File: src/rtl/elements_pkg.sv
// Shared types and helpers for consumers of the three-product sign-magnitude combiner.
package elements_pkg;

  localparam int MAG_W = 15;
  localparam int SM_W  = 16;

  typedef enum logic [1:0] {
    IDLE,
    ACCUM,
    HOLD
  } state_t;

  typedef struct packed {
    logic               sat;
    logic signed [63:0] sum;
  } sat_res_t;

  // Operands arrive sign-extended to 64 bits; w is the real accumulator width (w <= 63).
  function automatic sat_res_t sat_add(input logic signed [63:0] a,
                                       input logic signed [63:0] b,
                                       input int                 w);
    logic signed [64:0] s;
    logic signed [64:0] hi;
    logic signed [64:0] lo;
    sat_res_t           r;
    s  = 65'(a) + 65'(b);
    hi = (65'sd1 <<< (w - 1)) - 65'sd1;
    lo = -(65'sd1 <<< (w - 1));
    r.sat = 1'b1;
    if (s > hi) begin
      r.sum = hi[63:0];
    end else if (s < lo) begin
      r.sum = lo[63:0];
    end else begin
      r.sum = s[63:0];
      r.sat = 1'b0;
    end
    return r;
  endfunction

endpackage

File: src/rtl/sm_to_twos.sv
// Sign-magnitude term to sign-extended ACC_W two's complement; purely combinational.
// Negative zero folds to 0 naturally because 0 - 0 = 0.
module sm_to_twos
  import elements_pkg::*;
#(
  parameter int ACC_W = 24
) (
  input  logic             sign,
  input  logic [MAG_W-1:0] mag,
  output logic [ACC_W-1:0] value
);

  logic [ACC_W-1:0] mag_ext;

  assign mag_ext = {{(ACC_W - MAG_W){1'b0}}, mag};
  assign value   = sign ? ('0 - mag_ext) : mag_ext;

endmodule

File: src/rtl/elements_accumulator.sv
// Sums in_len sign-magnitude terms with saturation; total valid on the edge accepting the last term.
// In HOLD with out_ready low everything stalls; in_ready follows out_ready combinationally.
module elements_accumulator
  import elements_pkg::*;
#(
  parameter int ACC_W = 24,
  parameter int CNT_W = 8
) (
  input  logic             clk,
  input  logic             rst_n,
  input  logic             in_valid,
  output logic             in_ready,
  input  logic [MAG_W-1:0] in_mag,
  input  logic             in_sign,
  input  logic [CNT_W-1:0] in_len,
  output logic             out_valid,
  input  logic             out_ready,
  output logic [ACC_W-1:0] out_data,
  output logic             out_sat
);

  state_t           state, state_nxt;
  logic [ACC_W-1:0] acc, acc_nxt;
  logic             sat, sat_nxt;
  logic [CNT_W-1:0] remaining, remaining_nxt;
  logic [ACC_W-1:0] term;
  logic [CNT_W-1:0] len_m1;
  logic             accept;
  sat_res_t         add_res;

  sm_to_twos #(.ACC_W(ACC_W)) u_sm_to_twos (
    .sign  (in_sign),
    .mag   (in_mag),
    .value (term)
  );

  assign in_ready  = (state != HOLD) || out_ready;
  assign accept    = in_valid && in_ready;
  assign len_m1    = (in_len == '0) ? '0 : in_len - CNT_W'(1);
  assign add_res   = sat_add(64'($signed(acc)), 64'($signed(term)), ACC_W);

  assign out_valid = (state == HOLD);
  assign out_data  = acc;
  assign out_sat   = sat;

  always_comb begin
    state_nxt     = state;
    acc_nxt       = acc;
    sat_nxt       = sat;
    remaining_nxt = remaining;
    case (state)
      // HOLD shares the first-beat path so a new vector can start on the draining edge.
      IDLE, HOLD: begin
        if (accept) begin
          acc_nxt       = term;
          sat_nxt       = 1'b0;
          remaining_nxt = len_m1;
          state_nxt     = (len_m1 == '0) ? HOLD : ACCUM;
        end else if (state == HOLD && out_ready) begin
          state_nxt = IDLE;
        end
      end
      ACCUM: begin
        if (accept) begin
          acc_nxt       = add_res.sum[ACC_W-1:0];
          sat_nxt       = sat | add_res.sat;
          remaining_nxt = remaining - CNT_W'(1);
          if (remaining == CNT_W'(1)) begin
            state_nxt = HOLD;
          end
        end
      end
      default: state_nxt = IDLE;
    endcase
  end

  always_ff @(posedge clk or negedge rst_n) begin
    if (!rst_n) begin
      state     <= IDLE;
      acc       <= '0;
      sat       <= 1'b0;
      remaining <= '0;
    end else begin
      state     <= state_nxt;
      acc       <= acc_nxt;
      sat       <= sat_nxt;
      remaining <= remaining_nxt;
    end
  end

endmodule
File: config.mk
export PLATFORM = sky130hd
export DESIGN_NAME = elements_accumulator
export DESIGN_NICKNAME = d
export VERILOG_FILES = /design/src/rtl/elements_pkg.sv /design/src/rtl/sm_to_twos.sv /design/src/rtl/elements_accumulator.sv
export SDC_FILE = /design/constraint.sdc
export NUM_CORES = 1
export LEC_CHECK = 0
export ABC_AREA = 1
export BUFFER_PORTS_ARGS = -buffer_cell sky130_fd_sc_hd__buf_2
export CAP_MARGIN = 20
export CORE_MARGIN = 5
export CORE_UTILIZATION = 54
export DETAILED_ROUTE_END_ITERATION = 6
export MAX_ROUTING_LAYER = met4
export PLACE_DENSITY = 0.79
export SLEW_MARGIN = 20
export SYNTH_ARGS = -nofsm -noshare
export SYNTH_HDL_FRONTEND = slang
export SYNTH_SLANG_ARGS = --single-unit
File: constraint.sdc
create_clock -name clk -period 2.5 [get_ports clk]
set_clock_uncertainty 0.15 [all_clocks]
set_input_delay 0.25 -clock clk [delete_from_list [all_inputs] [get_ports clk]]
set_output_delay 0.25 -clock clk [all_outputs]
set_load 0.05 [all_outputs]
==> qor.csv, run 1 <==
metric,value,unit
outcome,"finished, violations left",
violated checks,setup timing,
Critical Path RT,2.55,ns
LEAKAGE,3.412,nW
Internal,4.108,mW
Tcrit/Tclk final,123.6,%
Final min period,3.089,ns
Synth Area per Inst,5.810,sq um
total gr overflow,0,
"IR drop worst, VDD",0.9876,mV
Final nets,939,
Setup crit end kind,flip-flop,
cells after synthesis,696,
Inserted Clock Buffers,5,
n_diodes,0,
# Max-Cap Violations,0,
NetSw,4.790,mW
area grow syn2layout,48.36,%
final WL,14.87,mm
power per cell area,1483,nW/um^2
CTS tree,yes,
final hold vios,0,
drt via density,5.392,
clock tree sinks,35,
Clk pwr share,6.2,%
Slew Limit Headroom,43.58,%
worst-skew pair later-pin latency,0.31,ns
first-pass GRT wire length,21.68,mm
yosys warns,0,
post-route worst setup slack,-0.5889,ns
fin. max-slew vios,0,
setup violators final,25,
kind of start point of the critical path,primary input,
syn_nets,753,
die height,96.54,um
Critical Path AT,3.14,ns
GRT Util Overall,30.14,%
vias in the first global route,4940,
Max Root-Sink Buffers,2,
Post-DP HPWL,9.533,mm
vias after detailed routing,5295,
ANT nets after route,0,
CTS H-tree depth,2,
clock-pin slew on the worst setup and hold paths,0.09,ns
Mapped Area,4044,sq um
WS Path Type,primary input to flip-flop,
core area,7253,sq um
#FFs+latches synth,35,
share of cells above drive strength 1,32.84,%
Avg WL per Cell,15.14,um
Boundary Pins,55,
Comb pwr share,80.7,%
DRT iter0 DRCs,392,
initial antenna violation count,0,
port bufs,54,
Final Hold Slack,0.1536,ns
"Distinct cells, synth",29,
initial core utilization,55.75,%
f_max,323.7,MHz
Worst Max-Slew Pin Slew,0.8463,ns
switching part of the total,53.83,%
Core Rows,31,
most frequent cells in the layout,"nand2_1, buf_4, inv_1",
CTS root buf,clkbuf_8,
Die X,96.54,um
GP Congestion,0.9269,
Flop pwr share,13.1,%
"commonest non-fill, non-tap cell in the layout",nand2_1,
die area,9319,sq um
worst hold path class,primary input to flip-flop,
# DRC,0,
Detailed Routing Iterations Pass 1,5,
final setup TNS,-13.56,ns
largest net degree at the start of global routing,36,
post-synthesis sequential area ratio,21.66,%
RSZ-0062 raised after global routing,yes,
crit-path max FO,8,
## Yosys cell counts, drive strengths merged
cell	instances	area (sq um)
o21ai	27	135.1
nor4	3	18.77
a21oi	28	151.4
nand2	301	1147
nor3b	1	7.510
or2	3	18.77
o211ai	7	52.55
nor3	7	35.03
xor2	18	157.7
o221ai	3	26.28
dfrtp	35	875.8
o21bai	9	67.56
nor2	62	232.7
nand3	28	140.1
nand4	8	50.05
clkbuf	4	15.01
inv	106	397.9
xnor2	9	78.83
and2	1	6.260
ha	28	350.3
nand3b	1	7.510
fa	1	20.02
buf	6	51.30
## cells by family after synthesis
logic type	share of synthesized area (%)
and+or+nand+nor	41.15
buffers and inverters	11.48
AOI/OAI and AO/OA	10.71
DFF	21.66
adders and majority gates	9.159
xor gates and xnor gates	5.848
## area by class of cell
cell class                      count  area (sq um)
Timing Repair Buffer              189          1366
Inverter                          106         407.9
Sequential cell                    35         875.8
Clock buffer                        5         68.82
Tap cell                           99         123.9
Multi-Input combinational cell    545          3113
Clock inverter                      3         43.79
Fill cell                         446          1254
## power groups by stage
| stage | registers [mW] | logic [mW] | clock network [mW] |
|---|---|---|---|
| after detailed placement | 1.16 | 6.03 | 0 |
| final | 1.17 | 7.19 | 0.548 |
| after global placement | 1.15 | 5.90 | 0 |
| after global routing | 1.20 | 7.78 | 0.572 |
| after floorplan | 1.79 | 3.27 | 0 |
| after CTS | 1.15 | 6.50 | 0.546 |
## per-stage QoR
stage,setup WS (ns),total power [mW],area [sq um],cells,utilization [%]
2_1_floorplan,-0.3544,5.059,4134,696,-
3_3_place_gp,-0.6811,7.050,5294,946,72.99
3_5_place_dp,-0.7794,7.192,5294,946,72.99
4_1_cts,-0.3748,8.203,5758,979,79.39
5_1_grt,-0.6969,9.546,6000,982,82.72
6_report,-0.5889,8.899,6000,982,82.72
## worst paths after layout
path                             startpoint           end  slack [ns]  cells past startpoint
worst min-delay path              in_len[0]  remaining[0]        0.15                      4
min in group asynchronous             rst_n  out_data[13]        0.41                      2
worst min register to register  out_data[0]   out_data[0]        0.36                      2
worst max-delay path              in_mag[7]  out_data[10]       -0.59                     21
worst max register to register  out_data[0]   out_data[7]       -0.09                     16
max in group asynchronous             rst_n  out_data[18]        1.24                      2
## registers in the layout, indices dropped and copies added, names as in the netlist
| signal | count |
|---|---|
| remaining | 8 |
| out_data | 24 |
| state | 2 |
| out_sat | 1 |
## critical path: stages
cell and delay [ns]:
buf_2 0.10, or2_4 0.27, nor2_4 0.13, nand3_2 0.11, nor2_4 0.19, nor2_1 0.11, xor2_1 0.18, ha_2 0.40
buf_4 0.14, nand2_4 0.05, nor2_4 0.13, nand2_2 0.08, nor2_2 0.14, nand2_2 0.10, nand4_1 0.12, nand2_2 0.10
a21oi_4 0.17, buf_8 0.18, nand2_1 0.08, nand2_1 0.06, nand2_1 0.05
## timing repair
item	in CTS	in global routing
hold endpoints to repair	35	0
pin swaps	29	58
endpoints found under the setup margin	25	25
cloned	1	1
setup buffers	23	5
hold buffers	1	0
gates resized for setup	39	70
## layer usage
| metal | GRT usage, % | vias to the layer above | part of all wire [%] |
|---|---|---|---|
| met3 | 3.718 | 68 | 7.8 |
| met2 | 51.90 | 245 | 49 |
| met4 | 11.21 | 0 | 4.3 |
| met5 | - | - | 0 |
| met1 | 36.11 | 2442 | 39 |
| li1 | - | 2540 | - |
(Power assumes the default switching activity.)
==> inputs of run 2 (changes only) <==
--- a/config.mk
+++ b/config.mk
@@ -5,14 +5,14 @@
 export SDC_FILE = /design/constraint.sdc
 export NUM_CORES = 1
 export LEC_CHECK = 0
-export ABC_AREA = 1
 export BUFFER_PORTS_ARGS = -buffer_cell sky130_fd_sc_hd__buf_2
 export CAP_MARGIN = 20
 export CORE_MARGIN = 5
-export CORE_UTILIZATION = 54
+export CORE_UTILIZATION = 53
 export DETAILED_ROUTE_END_ITERATION = 6
 export MAX_ROUTING_LAYER = met4
-export PLACE_DENSITY = 0.79
+export PLACE_DENSITY = 0.78
+export REMOVE_ABC_BUFFERS = 1
 export SLEW_MARGIN = 20
 export SYNTH_ARGS = -nofsm -noshare
 export SYNTH_HDL_FRONTEND = slang
==> qor.csv, run 2 <==
metric,value,unit
Inserted Clock Buffers,5,
Die X,93.71,um
"Distinct cells, synth",66,
Boundary Pins,55,
most frequent cells in the layout,"buf_4, buf_2, o21ai_0",
Mapped Area,3714,sq um
DRT iter0 DRCs,689,
"IR drop worst, VDD",0.7354,mV
worst-skew pair later-pin latency,0.31,ns
Worst Hold Path Cells,2,
initial antenna violation count,0,
f_max,229.4,MHz
Tcrit/Tclk final,174.4,%
"slowest stage delay, CP",0.54,ns
yosys warns,0,
vias in the first global route,4700,
FF-to-FF Start,out_data[7],
area grow syn2layout,51.15,%
WHS Endpoint,remaining[0],
Slew Limit Headroom,39.68,%
port bufs,54,
dpl ws,-2.014,ns
Detailed Routing Iterations Pass 1,5,
worst r2r dst,out_data[12],
worst r2r path cells,11,
initial core utilization,54.66,%
total gr overflow,0,
Post-synth EDFFs,0,
violated checks,setup timing,
Yosys top cell by area,dfrtp_1,
RSZ-0062 raised after global routing,yes,
GP Congestion,1.010,
setup violators final,25,
outcome,"finished, violations left",
crit-path max FO,12,
n_diodes,0,
"commonest non-fill, non-tap cell in the layout",buf_4,
post-route worst setup slack,-1.859,ns
prevailing post-synth register cell,dfrtp_1,
LEAKAGE,2.483,nW
ANT nets after route,0,
top-area cell type share of the netlist area,23.58,%
hold_sp,in_len[0],
synth top area cells,"dfrtp_1, ha_1, o21ai_0",
Setup crit end kind,flip-flop,
Critical Path AT,4.40,ns
Max Root-Sink Buffers,2,
"top cells by count, synth","o21ai_0, nor2_1, a21oi_1, dfrtp_1, nand2_1",
fin. max-slew vios,0,
Worst Max-Slew Pin Slew,0.9048,ns
power per cell area,1486,nW/um^2
clock tree sinks,35,
Core Rows,30,
Post-DP HPWL,9.363,mm
WS Path Type,primary input to flip-flop,
Critical Path RT,2.55,ns
clock-pin slew on the worst setup and hold paths,0.10,ns
core area,6794,sq um
Avg WL per Cell,22.47,um
cells after synthesis,458,
# DRC,0,
CP Cell Sequence,buf_6 -> or4_4 -> or3_4 -> or3_4 -> o31ai_4 -> inv_2 -> ha_4 -> and2_4 -> or2_0 -> a21o_1 -> a221oi_4 -> a21o_4 -> nand4_1 -> buf_6 -> a32oi_2 -> o31ai_4,
final hold vios,0,
GRT Util Overall,33.26,%
share of cells above drive strength 1,41.21,%
first-pass GRT wire length,22.74,mm
CTS H-tree depth,2,
#FFs+latches synth,35,
final core occ,82.62,%
post-synthesis sequential area ratio,23.58,%
largest net degree at the start of global routing,36,
Synth Area per Inst,8.108,sq um
# Max-Cap Violations,0,
Post-synth ARST share,100.0,%
drt via density,6.899,
vias after detailed routing,5098,
final WL,16.61,mm
die area,8781,sq um
"count leader, synth",o21ai_0,
CTS tree,yes,
CTS root buf,clkbuf_8,
kind of start point of the critical path,primary input,
Final nets,699,
FF-to-FF setup slack,-0.70,ns
critical path's slowest cell,or4_4,
Final min period,4.359,ns
worst hold path class,primary input to flip-flop,
die height,93.71,um
Largest register FFs,24,
## run 2: changes by cell type after synthesis, moves of 15 or more
cell	before	now
nand2_1	294	35
inv_1	106	19
o31ai_1	0	15
o21ai_0	26	45
nand3_1	28	7
nor2_1	62	36
## run 2: how the worst max path moves through the flow
stage | start | endpoint | slack (ns)
2_1_floorplan | in_mag[8] | out_data[15] | -1.90
3_3_place_gp | in_mag[8] | out_data[0] | -1.86
3_5_place_dp | in_mag[8] | out_data[6] | -2.01
4_1_cts | in_mag[8] | out_data[14] | -1.57
5_1_grt | in_mag[8] | out_data[4] | -2.04
6_report | in_mag[8] | out_data[12] | -1.86
## run 2: what timing repair did
| action | CTS | global route |
|---|---|---|
| resized for setup | 36 | 37 |
| setup buffers | 10 | 7 |
| pin swaps | 20 | 25 |
| cloned | 1 | 0 |
| setup endpoints to repair | 25 | 25 |
| hold endpoints to repair | 35 | 0 |
| hold buffers | 1 | 0 |
## run 2: final cells by class
cell class                 count  area, sq um
sequential                    35        875.8
fill                         337         1181
clock inverter                 3        67.56
tap                           96        120.1
multi-input combinational    387         3022
inverter                      19        71.32
timing repair buffer         194         1388
clock buffer                   5        68.82
## run 2: metrics by stage
step,total power [mW],area [sq um],hold slack [ns],TNS (ns),std cells
after floorplan,4.203,3611,-0.1956,-48.20,441
after global placement,6.086,4950,0.2376,-45.10,714
after detailed placement,6.255,4950,0.2447,-47.31,714
after CTS,7.417,5355,0.05869,-36.84,734
after global routing,8.634,5613,0.09513,-48.77,739
final,8.340,5613,0.06138,-44.98,739
## run 2: cell families after synthesis
group	Yosys count	share of synthesized area, %
DFF	35	23.58
xor gates and xnor gates	34	8.019
buffers and inverters	36	4.683
AOI/OAI and AO/OA	171	31.98
and+or+nand+nor	153	21.77
adders and majority gates	29	9.973
## run 2: critical path, delay by kind of cell
kind | cells | cell delay (ns)
AOI/OAI and AO/OA | 6 | 1.55
adders and majority gates | 1 | 0.26
and+or+nand+nor | 6 | 1.89
buffers and inverters | 3 | 0.46
## run 2: metal layers
layer  share of wire, %  global-route usage, %  vias to the layer above
met3                 13                  4.567                      170
li1                   -                      -                     2104
met5                  0                      -                        -
met1                 35                  38.92                     2336
met4                8.4                  18.77                        0
met2                 44                  54.82                      488
## run 2: report_power, final
group          internal, mW  switching (mW)
clock                 0.399           0.267
combinational          2.75            3.81
sequential            0.852           0.267
==> inputs of run 3 (changes only) <==
--- a/config.mk
+++ b/config.mk
@@ -13,6 +13,7 @@
 export MAX_ROUTING_LAYER = met4
 export PLACE_DENSITY = 0.78
 export REMOVE_ABC_BUFFERS = 1
+export SETUP_SLACK_MARGIN = 0.02
 export SLEW_MARGIN = 20
 export SYNTH_ARGS = -nofsm -noshare
 export SYNTH_HDL_FRONTEND = slang
==> qor.csv, run 3 (synthesized netlist as in run 2, its figures left out) <==
metric,value,unit
LEAKAGE,2.494,nW
drt via density,7.046,
GP Congestion,1.010,
largest net degree at the start of global routing,36,
Comb pwr share,78.8,%
switching part of the total,52.36,%
GR peak layer,met2,
worst r2r dst,out_data[18],
initial antenna violation count,0,
Largest register FFs,24,
initial core utilization,54.66,%
vias in the first global route,4700,
Slew Limit Headroom,42.83,%
ANT nets after route,0,
first-pass GRT wire length,22.74,mm
vias after detailed routing,5214,
final hold vios,0,
clock-pin slew on the worst setup and hold paths,0.08,ns
Final Instance Area,5652,sq um
CTS root buf,clkbuf_8,
area grow syn2layout,52.19,%
Avg WL per Cell,23.35,um
Internal,4.030,mW
Final nets,700,
Detailed Routing Iterations Pass 1,6,
violated checks,setup timing,
Post-DP HPWL,9.363,mm
# Max-Cap Violations,0,
Critical Path AT,4.43,ns
Final min period,4.397,ns
Worst Hold Path Cells,2,
"IR drop worst, VDD",0.9188,mV
WHS Endpoint,remaining[0],
CTS H-tree depth,2,
Final Hold Slack,0.06260,ns
CTS tree,yes,
filler cell count,348,
met1 Use GR,38.92,%
most frequent cells in the layout,"buf_4, buf_2, o21ai_0",
setup violators final,25,
GRT Util Overall,33.26,%
Non-Filler Instances,740,
power per cell area,1497,nW/um^2
NetSw,4.430,mW
Tcrit/Tclk final,175.9,%
final WL,17.28,mm
die height,93.71,um
total gr overflow,0,
Setup crit end kind,flip-flop,
"commonest non-fill, non-tap cell in the layout",buf_4,
FF-to-FF setup slack,-0.71,ns
met3 Use GR,4.567,%
die area,8781,sq um
kind of start point of the critical path,primary input,
worst hold path class,primary input to flip-flop,
dpl ws,-2.014,ns
outcome,"finished, violations left",
Boundary Pins,55,
placed cell areas,4950,sq um
worst-skew pair later-pin latency,0.32,ns
post-route worst setup slack,-1.897,ns
RSZ-0062 raised after global routing,yes,
Die X,93.71,um
port bufs,54,
Critical Path RT,2.54,ns
WS Path Type,primary input to flip-flop,
# DRC,0,
worst r2r path cells,12,
fin. max-slew vios,0,
f_max,227.4,MHz
met2 Use GR,54.82,%
Inserted Clock Buffers,5,
core area,6794,sq um
crit-path max FO,12,
hold_sp,in_len[0],
Max Root-Sink Buffers,2,
Flop pwr share,13.3,%
Worst Max-Slew Pin Slew,0.8575,ns
DRT iter0 DRCs,745,
n_diodes,0,
share of cells above drive strength 1,41.46,%
cell total after placement,714,
clock tree sinks,35,
Clk pwr share,7.9,%
Core Rows,30,
FF-to-FF Start,out_data[3],
-- run 3: cell types whose count changed in the layout (fill, tap and decap cells not counted), sizes merged --
| cell | change |
|---|---|
| buf | +1 |
-- run 3: cell type report --
type / count / area, sq um / share of cell area (%)
Multi-Input combinational cell: 387 / 3049 / 53.95
Timing Repair Buffer: 195 / 1399 / 24.75
Sequential cell: 35 / 875.8 / 15.50
Tap cell: 96 / 120.1 / 2.125
Inverter: 19 / 71.32 / 1.262
Clock buffer: 5 / 68.82 / 1.218
Clock inverter: 3 / 67.56 / 1.195
-- run 3: what timing repair did --
action,CTS,global route
setup endpoints to repair,25,25
pin swaps,20,24
hold buffers,1,0
gates cloned,1,0
buffers inserted,10,7
gates resized for setup,36,41
endpoints found under the hold margin,35,0
-- run 3: routing by layer --
layer  wire, um  share of wire (%)
met5          0                  0
met4       1519                8.8
met3       2256                 13
met2       7496                 43
met1       6008                 35
-- run 3: power by group through the flow --
stage                     Clock (mW)  Combinational, mW  Sequential (mW)
after floorplan                    0               2.41             1.79
after global placement             0               5.02             1.07
after detailed placement           0               5.17             1.08
after CTS                      0.644               5.68             1.09
after global routing           0.675               6.93             1.15
final                          0.665               6.67             1.12
-- run 3: how the worst max path moves through the flow --
| stage | startpoint | end | slack (ns) |
|---|---|---|---|
| global route | in_mag[4] | out_data[2] | -2.04 |
| finish | in_mag[8] | out_data[2] | -1.90 |
| global placement | in_mag[8] | out_data[0] | -1.86 |
| floorplan | in_mag[8] | out_data[15] | -1.90 |
| CTS | in_mag[8] | out_data[14] | -1.57 |
| detailed placement | in_mag[8] | out_data[6] | -2.01 |
-- run 3: worst max-delay path: stages --
cell and delay, ns:
buf_6 0.09, or4_4 0.54, or3_4 0.39, or3_4 0.35, o31ai_4 0.22, inv_2 0.12, ha_4 0.26, and2_4 0.16
or2_0 0.25, a21o_1 0.26, a221oi_4 0.48, a21o_4 0.22, nand4_1 0.21, buf_6 0.26, a32oi_2 0.25, o31ai_4 0.10
-- run 3: stage by stage --
stage,setup TNS [ns],total power [mW],utilization (%)
after global placement,-45.10,6.086,72.85
after floorplan,-48.20,4.203,-
after CTS,-36.84,7.417,78.82
after detailed placement,-47.31,6.255,72.85
after global routing,-49.93,8.753,83.19
final,-46.03,8.459,83.19
